`src/rtl/qam_symbol_modulator.sv`:
```
// qam_symbol_modulator: buffered QPSK/16-QAM/64-QAM modulator. Symbols are
// queued in a small FIFO, each held for SPS carrier samples; every sample is
// levelI*ipI + levelQ*ipQ, computed with shift-add weights in a 2-stage pipe.

// Single-axis weight: x * (+/-mag), mag in {0,1,3,5,7}, built from shifts.
module qam_axis_weight #(
   parameter int DATA_W = 18
) (
   input  logic signed [DATA_W-1:0] ipX,
   input  logic                     ipNeg,
   input  logic [2:0]               ipMag,
   output logic signed [DATA_W+2:0] opProd
);
   localparam int PW = DATA_W + 3;

   logic signed [PW-1:0] x_ext;
   logic signed [PW-1:0] acc;

   // Sum the shifted copies selected by the magnitude bits, then apply sign.
   always_comb begin
      x_ext = PW'(ipX);
      acc   = '0;
      if (ipMag[0]) acc = acc + x_ext;
      if (ipMag[1]) acc = acc + (x_ext <<< 1);
      if (ipMag[2]) acc = acc + (x_ext <<< 2);
      opProd = ipNeg ? -acc : acc;
   end
endmodule

module qam_symbol_modulator #(
   parameter int DATA_W     = 18,
   parameter int OUT_W      = 22,
   parameter int FIFO_DEPTH = 8,
   parameter int SPS        = 4
) (
   input  logic                          ipClk,
   input  logic                          ipReset,
   input  logic [1:0]                    ipMode,
   input  logic [5:0]                    ipSymbol,
   input  logic                          ipSymbolValid,
   output logic                          opSymbolReady,
   input  logic                          ipCarrierValid,
   input  logic signed [DATA_W-1:0]      ipI,
   input  logic signed [DATA_W-1:0]      ipQ,
   input  logic                          ipClearStatus,
   output logic signed [OUT_W-1:0]       opModulated,
   output logic                          opModulatedValid,
   output logic                          opSymbolStart,
   output logic                          opUnderflow,
   output logic                          opModeError,
   output logic [$clog2(FIFO_DEPTH):0]   opFillLevel
);
   localparam int AW       = $clog2(FIFO_DEPTH);
   localparam int FW       = AW + 1;
   localparam int PW       = DATA_W + 3;
   localparam int SCW      = (SPS > 1) ? $clog2(SPS) : 1;
   localparam int STAGES   = 2;
   localparam int NUM_AXES = 2;

   // mag holds the odd level 2m+1 directly (0 for a zero-level symbol).
   typedef struct packed {
      logic       neg;
      logic [2:0] mag;
   } lvl_t;
   typedef lvl_t [NUM_AXES-1:0] lvl_pair_t;  // [0] = I, [1] = Q

   function automatic lvl_pair_t decode(input logic [5:0] sym, input logic [1:0] mode);
      lvl_pair_t r;
      r = '0;
      case (mode)
         2'b00: begin
            r[0] = {sym[0], 3'd1};
            r[1] = {sym[1], 3'd1};
         end
         2'b01: begin
            r[0] = {sym[1], 1'b0, sym[0], 1'b1};
            r[1] = {sym[3], 1'b0, sym[2], 1'b1};
         end
         2'b10: begin
            r[0] = {sym[2], sym[1:0], 1'b1};
            r[1] = {sym[5], sym[4:3], 1'b1};
         end
         default: r = '0;  // reserved mode: zero levels
      endcase
      return r;
   endfunction

   logic [5:0]      mem_q [FIFO_DEPTH];
   logic [5:0]      mem_d [FIFO_DEPTH];
   logic [AW-1:0]   wr_ptr_q, wr_ptr_d, rd_ptr_q, rd_ptr_d;
   logic [FW-1:0]   fill_q, fill_d;
   logic [SCW-1:0]  sc_q, sc_d;
   lvl_pair_t       lvl_q, lvl_d, lvl_cur;
   logic            rdy_en_q, rdy_en_d;
   logic            unf_q, unf_d, me_q, me_d;
   logic [STAGES:1] vld_pipe_q, vld_pipe_d;
   logic [STAGES:1] start_pipe_q, start_pipe_d;
   logic [NUM_AXES-1:0][PW-1:0] prod, prod_q, prod_d;
   logic signed [OUT_W-1:0]     sum_q, sum_d;
   logic [NUM_AXES-1:0][DATA_W-1:0] carrier;

   logic fifo_empty, fifo_full, ready, push, boundary, pop;

   // Handshake, boundary detection and the levels in force this cycle.
   always_comb begin
      fifo_empty = (fill_q == '0);
      fifo_full  = (fill_q == FW'(FIFO_DEPTH));
      ready      = rdy_en_q && !fifo_full;
      push       = ipSymbolValid && ready;
      boundary   = ipCarrierValid && (sc_q == '0);
      pop        = boundary && !fifo_empty;
      // The boundary sample already uses the new head symbol.
      lvl_cur    = lvl_q;
      if (boundary) lvl_cur = pop ? decode(mem_q[rd_ptr_q], ipMode) : '0;
      carrier    = {ipQ, ipI};
   end

   genvar g;
   generate
      for (g = 0; g < NUM_AXES; g++) begin : g_axis
         qam_axis_weight #(.DATA_W(DATA_W)) u_weight (
            .ipX    (carrier[g]),
            .ipNeg  (lvl_cur[g].neg),
            .ipMag  (lvl_cur[g].mag),
            .opProd (prod[g])
         );
      end
   endgenerate

   // Next-state for FIFO, symbol counter, latched levels, flags and pipeline.
   always_comb begin
      mem_d        = mem_q;
      wr_ptr_d     = wr_ptr_q;
      rd_ptr_d     = rd_ptr_q;
      fill_d       = fill_q;
      sc_d         = sc_q;
      lvl_d        = lvl_q;
      rdy_en_d     = 1'b1;
      prod_d       = prod_q;
      sum_d        = sum_q;

      if (push) begin
         mem_d[wr_ptr_q] = ipSymbol;
         wr_ptr_d        = wr_ptr_q + 1'b1;
      end
      if (pop) rd_ptr_d = rd_ptr_q + 1'b1;
      case ({push, pop})
         2'b10:   fill_d = fill_q + 1'b1;
         2'b01:   fill_d = fill_q - 1'b1;
         default: fill_d = fill_q;
      endcase

      if (boundary) lvl_d = lvl_cur;
      if (ipCarrierValid) sc_d = (sc_q == SCW'(SPS - 1)) ? '0 : sc_q + 1'b1;

      // Set wins over a same-cycle clear.
      unf_d = (boundary && fifo_empty) ? 1'b1 : (ipClearStatus ? 1'b0 : unf_q);
      me_d  = (pop && ipMode == 2'b11) ? 1'b1 : (ipClearStatus ? 1'b0 : me_q);

      vld_pipe_d   = {vld_pipe_q[STAGES-1:1], ipCarrierValid};
      start_pipe_d = {start_pipe_q[STAGES-1:1], boundary};
      if (ipCarrierValid) prod_d = prod;
      if (vld_pipe_q[1])
         sum_d = OUT_W'($signed(prod_q[0])) + OUT_W'($signed(prod_q[1]));
   end

   // State registers; reset discards any buffered or in-progress symbol.
   always_ff @(posedge ipClk or negedge ipReset) begin
      if (!ipReset) begin
         mem_q        <= '{default: '0};
         wr_ptr_q     <= '0;
         rd_ptr_q     <= '0;
         fill_q       <= '0;
         sc_q         <= '0;
         lvl_q        <= '0;
         rdy_en_q     <= 1'b0;
         unf_q        <= 1'b0;
         me_q         <= 1'b0;
         vld_pipe_q   <= '0;
         start_pipe_q <= '0;
         prod_q       <= '0;
         sum_q        <= '0;
      end else begin
         mem_q        <= mem_d;
         wr_ptr_q     <= wr_ptr_d;
         rd_ptr_q     <= rd_ptr_d;
         fill_q       <= fill_d;
         sc_q         <= sc_d;
         lvl_q        <= lvl_d;
         rdy_en_q     <= rdy_en_d;
         unf_q        <= unf_d;
         me_q         <= me_d;
         vld_pipe_q   <= vld_pipe_d;
         start_pipe_q <= start_pipe_d;
         prod_q       <= prod_d;
         sum_q        <= sum_d;
      end
   end

   assign opSymbolReady    = ready;
   assign opModulated      = sum_q;
   assign opModulatedValid = vld_pipe_q[STAGES];
   assign opSymbolStart    = start_pipe_q[STAGES];
   assign opUnderflow      = unf_q;
   assign opModeError      = me_q;
   assign opFillLevel      = fill_q;
endmodule
```
`config.mk`:
```
export PLATFORM = sky130hd
export DESIGN_NAME = qam_symbol_modulator
export DESIGN_NICKNAME = d
export VERILOG_FILES = /design/src/rtl/qam_symbol_modulator.sv
export SDC_FILE = /design/constraint.sdc
export NUM_CORES = 1
export LEC_CHECK = 0
export ABC_AREA = 1
export BUFFER_PORTS_ARGS = -buffer_cell sky130_fd_sc_hd__buf_2
export CAP_MARGIN = 25
export CORE_UTILIZATION = 55
export CTS_CLUSTER_DIAMETER = 40
export DETAILED_ROUTE_END_ITERATION = 6
export PLACE_DENSITY = 0.73
export SLEW_MARGIN = 20
export SYNTH_ARGS = -nofsm -noshare
export SYNTH_HDL_FRONTEND = slang
export SYNTH_SLANG_ARGS = --single-unit
```
`constraint.sdc`:
```
create_clock -name ipClk -period 5.15 [get_ports ipClk]
set_input_delay 1.03 -clock ipClk [delete_from_list [all_inputs] [get_ports ipClk]]
set_output_delay 1.03 -clock ipClk [all_outputs]
set_load 0.02 [all_outputs]
```
### Word level (Yosys, flattened, before mapping)

Index checks and enable logic that the tools add are counted.

* logic and storage cells: 85
* output and inout bits: 31
* flip-flop bits (word level): 139

* bitwise logic cells: 2
* magnitude comparators: 3
* eq/ne operators: 7
* reductions and logical operators: 15
* muxes and demuxes: 22
* add/sub/neg operators: 12

Operator list (number)
* $mux 21: 8
* $bwmux 48: 1
* $add 21x19->21: 2
* $add 21x20->21: 2
* $neg 21->21: 2
* $pmux 8 s3: 1
* $add 21x21->22: 1
* $bmux 6 s3: 1
* $demux 6 s3: 1
* $mux 6: 3
* $mux 8: 2
* $eq 2x2->1 const B: 4
* $ge 4x4->1 const B: 2
* $not 3->4: 2
* $pmux 4 s2: 1
* $logic_and 1x1->1: 7
* $add 3x1->3 const B: 2
* $reduce_bool 2->1: 3
* $add 4x1->4 const B: 1
* $eq 2x1->1 const B: 2
* $eq 4x4->1 const B: 1
* $logic_not 2->1: 2
* $logic_not 4->1: 1
* $lt 4x1->1 const B: 1
* other kinds (5): 8

### Longest topological paths before layout

* depth in word-level cells: 14
* gate-level depth with buffers: 44

### Hierarchy

A second synthesis with hierarchy kept.

* cells, all modules: 2118
* area, all modules: 13953.4 µm²

Modules (own cells, without submodules)
* qam_symbol_modulator: times used 1, area each 7284.5 µm², cells an instance 868
* qam_axis_weight at g_axis[1].u_weight: times used 1, area each 3338.2 µm², cells an instance 625
* qam_axis_weight at g_axis[0].u_weight: times used 1, area each 3330.7 µm², cells an instance 625

### Least setup slack after synthesis

OpenSTA, ideal clock, no wires.

* kind: input to register
* from: in ipCarrierValid
* to: reg prod_q[20] (netlist name)
* slack: -0.067 ns
* stages on the path: 40
* data arrival time: 5.100 ns
* path through: buf_4 -> nand2_4 -> inv_4 -> nand3_4 -> nand2_2 -> buf_4 -> inv_1 -> clkbuf_1 -> nor2_1 -> ha_1 -> inv_1 -> o21ai_0 -> a21oi_1 -> nand2_1 -> nand2_1 -> nand2_1 -> nand2_1 -> nand2_1 -> [4 not listed] -> nand2_1 -> nand2_1 -> nand2_1 -> o21ai_0 -> nand2_1 -> inv_1 -> nand2_1 -> a31oi_1 -> and2_1 -> o21ai_0 -> nand2_1 -> nand2_1 -> nor2_1 -> nand2_2 -> nand2_2 -> nand3_1 -> nand3_1 -> nand2_1

* word-level cells in the longest chain between the ends: 11

RTL lines
* start, declared: RTL line 42 `input logic ipCarrierValid,`
* $logic_and 1x1->1 (*): RTL line 110 `boundary = ipCarrierValid && (sc_q == '0);`
* named net boundary: RTL line 102 `logic fifo_empty, fifo_full, ready, push, boundary, pop;`
* $logic_and 1x1->1: RTL line 111 `pop = boundary && !fifo_empty;`
* $mux 8: RTL line 114 `if (boundary) lvl_cur = pop ? decode(mem_q[rd_ptr_q], ipMode) : '0;`
* $mux 8 (*): RTL line 114
* $mux 21: RTL line 23 `if (ipMag[0]) acc = acc + x_ext;`
* $add 21x19->21: RTL line 24 `if (ipMag[1]) acc = acc + (x_ext <<< 1);`
* $mux 21: RTL line 24
* $add 21x20->21: RTL line 25 `if (ipMag[2]) acc = acc + (x_ext <<< 2);`
* $mux 21: RTL line 25
* $neg 21->21: RTL line 26 `opProd = ipNeg ? -acc : acc;`
* $mux 21 (*): RTL line 26
* end signal, assigned: RTL line 195 `prod_q <= prod_d;`
* end, declared: RTL line 98 `logic [NUM_AXES-1:0][PW-1:0] prod, prod_q, prod_d;`

The timed path passes the listed nets; every way through them passes the cells marked *.
A chain may end at the register's enable or synchronous reset.

### Worst setup path after layout

Ends and elaborated chain as after synthesis.

==> results.json <==
{
  "status": "finished, final reports clean",
  "synthFlopType": "dfrtp_1",
  "cts_made_buffers": 17,
  "via_per_inst": 5.34,
  "final_layout_size_suffix_gt1_frac": 0.196,
  "yosysSeqAreaShare": 0.270,
  "cp_data_arrival_time_ns": 5.15,
  "ys_seq_elements": 139,
  "grt_pass1_vias": 12700,
  "antenna_found_initial": 0,
  "cts.path.max_buffers": 2,
  "power_leakage_nw": 8.51,
  "dr.pass1.iters": 5,
  "slowest_stage": "fa_2",
  "fp.dieW_um": 155,
  "wl_per_cell_um": 14.1,
  "synth_cell_types": 49,
  "p_total_w": 0.0115,
  "ant_nets": 0,
  "vias": 13700,
  "synth-warning-count": 0,
  "clkSinkCount": 139,
  "rows": 55,
  "synth_cells": 1997,
  "worstSetupEndpointType": "register",
  "overflow": 0,
  "path_class": "primary input to register",
  "synth_top_area_frac": 0.270,
  "synth.most_common_cell": "nand2_1",
  "dieArea_um2": 24000,
  "cp-start-kind": "primary input",
  "io_buffer_count": 79,
  "period_minus_slack_ns": 4.83,
  "r2r_setup_slack_ns": 0.37,
  "async_flop_share": 1.00,
  "h-tree-depth": 4,
  "syn-cell-area_um2": 12900,
  "clk_pin_slew_ns": 0.06,
  "syn_nets": 2144,
  "ys_top_cells_by_count": "647 x nand2_1, 204 x nand3_1, 198 x inv_1, 170 x o21ai_0, 149 x nor2_1",
  "fin_util": 0.690,
  "synth_edf_count": 0,
  "crit_path_start": "ipCarrierValid",
  "min_period_over_period": 0.937,
  "gp_congestion": 0.961,
  "track_usage": 0.303,
  "grt_first_pass_wirelength_mm": 59.8,
  "finClkSkew_ns": 0.0115,
  "min_path_type": "register to register",
  "cts_tree": "built",
  "maxSlewHeadroom": 0.386,
  "fill_cells": 2005,
  "synth.avg_cell_area_um2": 6.45,
  "drt_iter0_markers": 1021,
  "initial_core_util": 0.566,
  "fmax_mhz": 207,
  "post-synth-top-area-cell": "dfrtp_1",
  "hold_viol_final": 0,
  "hpwl_mm": 27.5,
  "core_area_um2": 22800,
  "route.detailed.drc": 0,
  "cp_common_cell": "nand2_1",
  "power.density_nw_per_um2": 733,
  "clock_latency_ns": 0.43,
  "maxSlewViolCount": 0,
  "io_pins": 80,
  "worstMarginPinSlew_ns": 0.921,
  "syn2layout_area_growth_pct": 22.1,
  "nets": 2387,
  "endpoint": "prod_q[20]",
  "r2r_end": "prod_q[20]",
  "die_h_um": 155,
  "finalWirelength_mm": 36.2,
  "antenna_cells": 0,
  "setup_violations": 0,
  "root_buffer": "clkbuf_16",
  "worstPathRequired_ns": 5.47,
  "r2r-start": "sc_q[0]",
  "grt_max_degree": 103,
  "crit_fanout": 5,
  "critical-path-max-stage-delay_ns": 0.37,
  "ir_drop_mv": 0.309,
  "reg2regPathDepth": 38,
  "max_cap_violations": 0,
  "synth_area_leaders": "dfrtp_1 27%, nand2_1 19%, ha_1 8.9%"
}
## stage by stage
| step | instances | setup slack [ns] | TNS [ns] | cell area (um2) | hold slack, ns |
|---|---|---|---|---|---|
| after detailed placement | 2525 | -0.299 | -2.80 | 14800 | 0.347 |
| final | 2566 | 0.322 | 0 | 15700 | 0.354 |
| after global routing | 2566 | -0.0599 | -0.159 | 15700 | 0.375 |
| after global placement | 2525 | -0.151 | -0.858 | 14800 | 0.338 |
| after CTS | 2557 | 0.106 | 0 | 15300 | 0.360 |
| after floorplan | 1997 | -0.0396 | -0.0396 | 12900 | 0.331 |
## layer usage
metal	routed length [um]	up-vias	global-route usage	part of all wire
li1	-	6991	-	-
met1	17300	6314	0.419	0.48
met2	16800	360	0.510	0.46
met3	1700	50	0.0273	0.047
met4	493	0	0.0783	0.014
met5	0	-	0	0
## area by class of cell
cell class / count / area, um2 / share of cell area
clock inverters: 13 / 95.1 / 0.00605
well taps: 313 / 392 / 0.0249
inverters: 210 / 793 / 0.0504
repair buffers: 277 / 1920 / 0.122
flip-flops and latches: 139 / 3480 / 0.221
clock buffers: 19 / 443 / 0.0282
multi-input cells: 1595 / 8600 / 0.547
## cell families (layout without fill, tap and decap cells)
kind of cell	after synthesis	count (layout)	synth area share
simple gates	1109	1109	0.370
flops	139	139	0.270
other cells	1	1	0.000291
xor+xnor	65	65	0.0442
compound gates	322	322	0.132
buf+inv	263	519	0.0846
fa+ha+maj	98	98	0.0987
## report_power, final
| group | switching [W] | total (W) | internal, W |
|---|---|---|---|
| Clock | 0.000486 | 0.00112 | 0.000630 |
| Sequential | 0.000320 | 0.00191 | 0.00159 |
| Combinational | 0.00501 | 0.00850 | 0.00348 |
## cells in the final DEF (no fill, tap or decap), drive strengths merged, types with 5 or more instances in the layout
cell type / count
nor4: 6
a211oi: 5
nand3b: 11
xnor2: 22
a21boi: 7
nand3: 214
dfrtp: 139
ha: 92
clkinv: 10
nand2: 667
nand4: 12
o21ai: 188
xor2: 43
or2: 14
nor2: 162
buf: 277
fa: 6
a21oi: 98
nor3: 15
clkbuf: 19
inv: 210
and2: 8
## worst min path at each step
stage,start,end,cells past startpoint,slack (ns)
2_1_floorplan,start_pipe_q[1],start_pipe_q[2],0,0.33
3_3_place_gp,start_pipe_q[1],start_pipe_q[2],0,0.34
3_5_place_dp,start_pipe_q[1],start_pipe_q[2],0,0.35
4_1_cts,start_pipe_q[1],start_pipe_q[2],0,0.36
5_1_grt,start_pipe_q[1],start_pipe_q[2],0,0.38
6_report,start_pipe_q[1],start_pipe_q[2],0,0.35
## critical path: cells and delay by family
kind / cells / cell delay (ns)
and+or+nand+nor: 20 / 1.58
adders and majority gates: 3 / 0.88
AOI/OAI and AO/OA: 5 / 0.74
buffers and inverters: 8 / 0.68
xor gates and xnor gates: 1 / 0.24
## sequential cells by signal (all words and copies together) (netlist names)
signal,count
vld_pipe_q,2
prod_q,42
lvl_q,8
mem_q,48
rdy_en_q,1
opFillLevel,4
opModeError,1
sc_q,2
opModulated,22
wr_ptr_q,3
start_pipe_q,2
opUnderflow,1
rd_ptr_q,3
## what timing repair did
item	in CTS	in global routing
setup buffers	0	8
gates resized for setup	0	80
setup endpoints to repair	0	17
hold buffers	0	0
(Power assumes the default switching activity.)
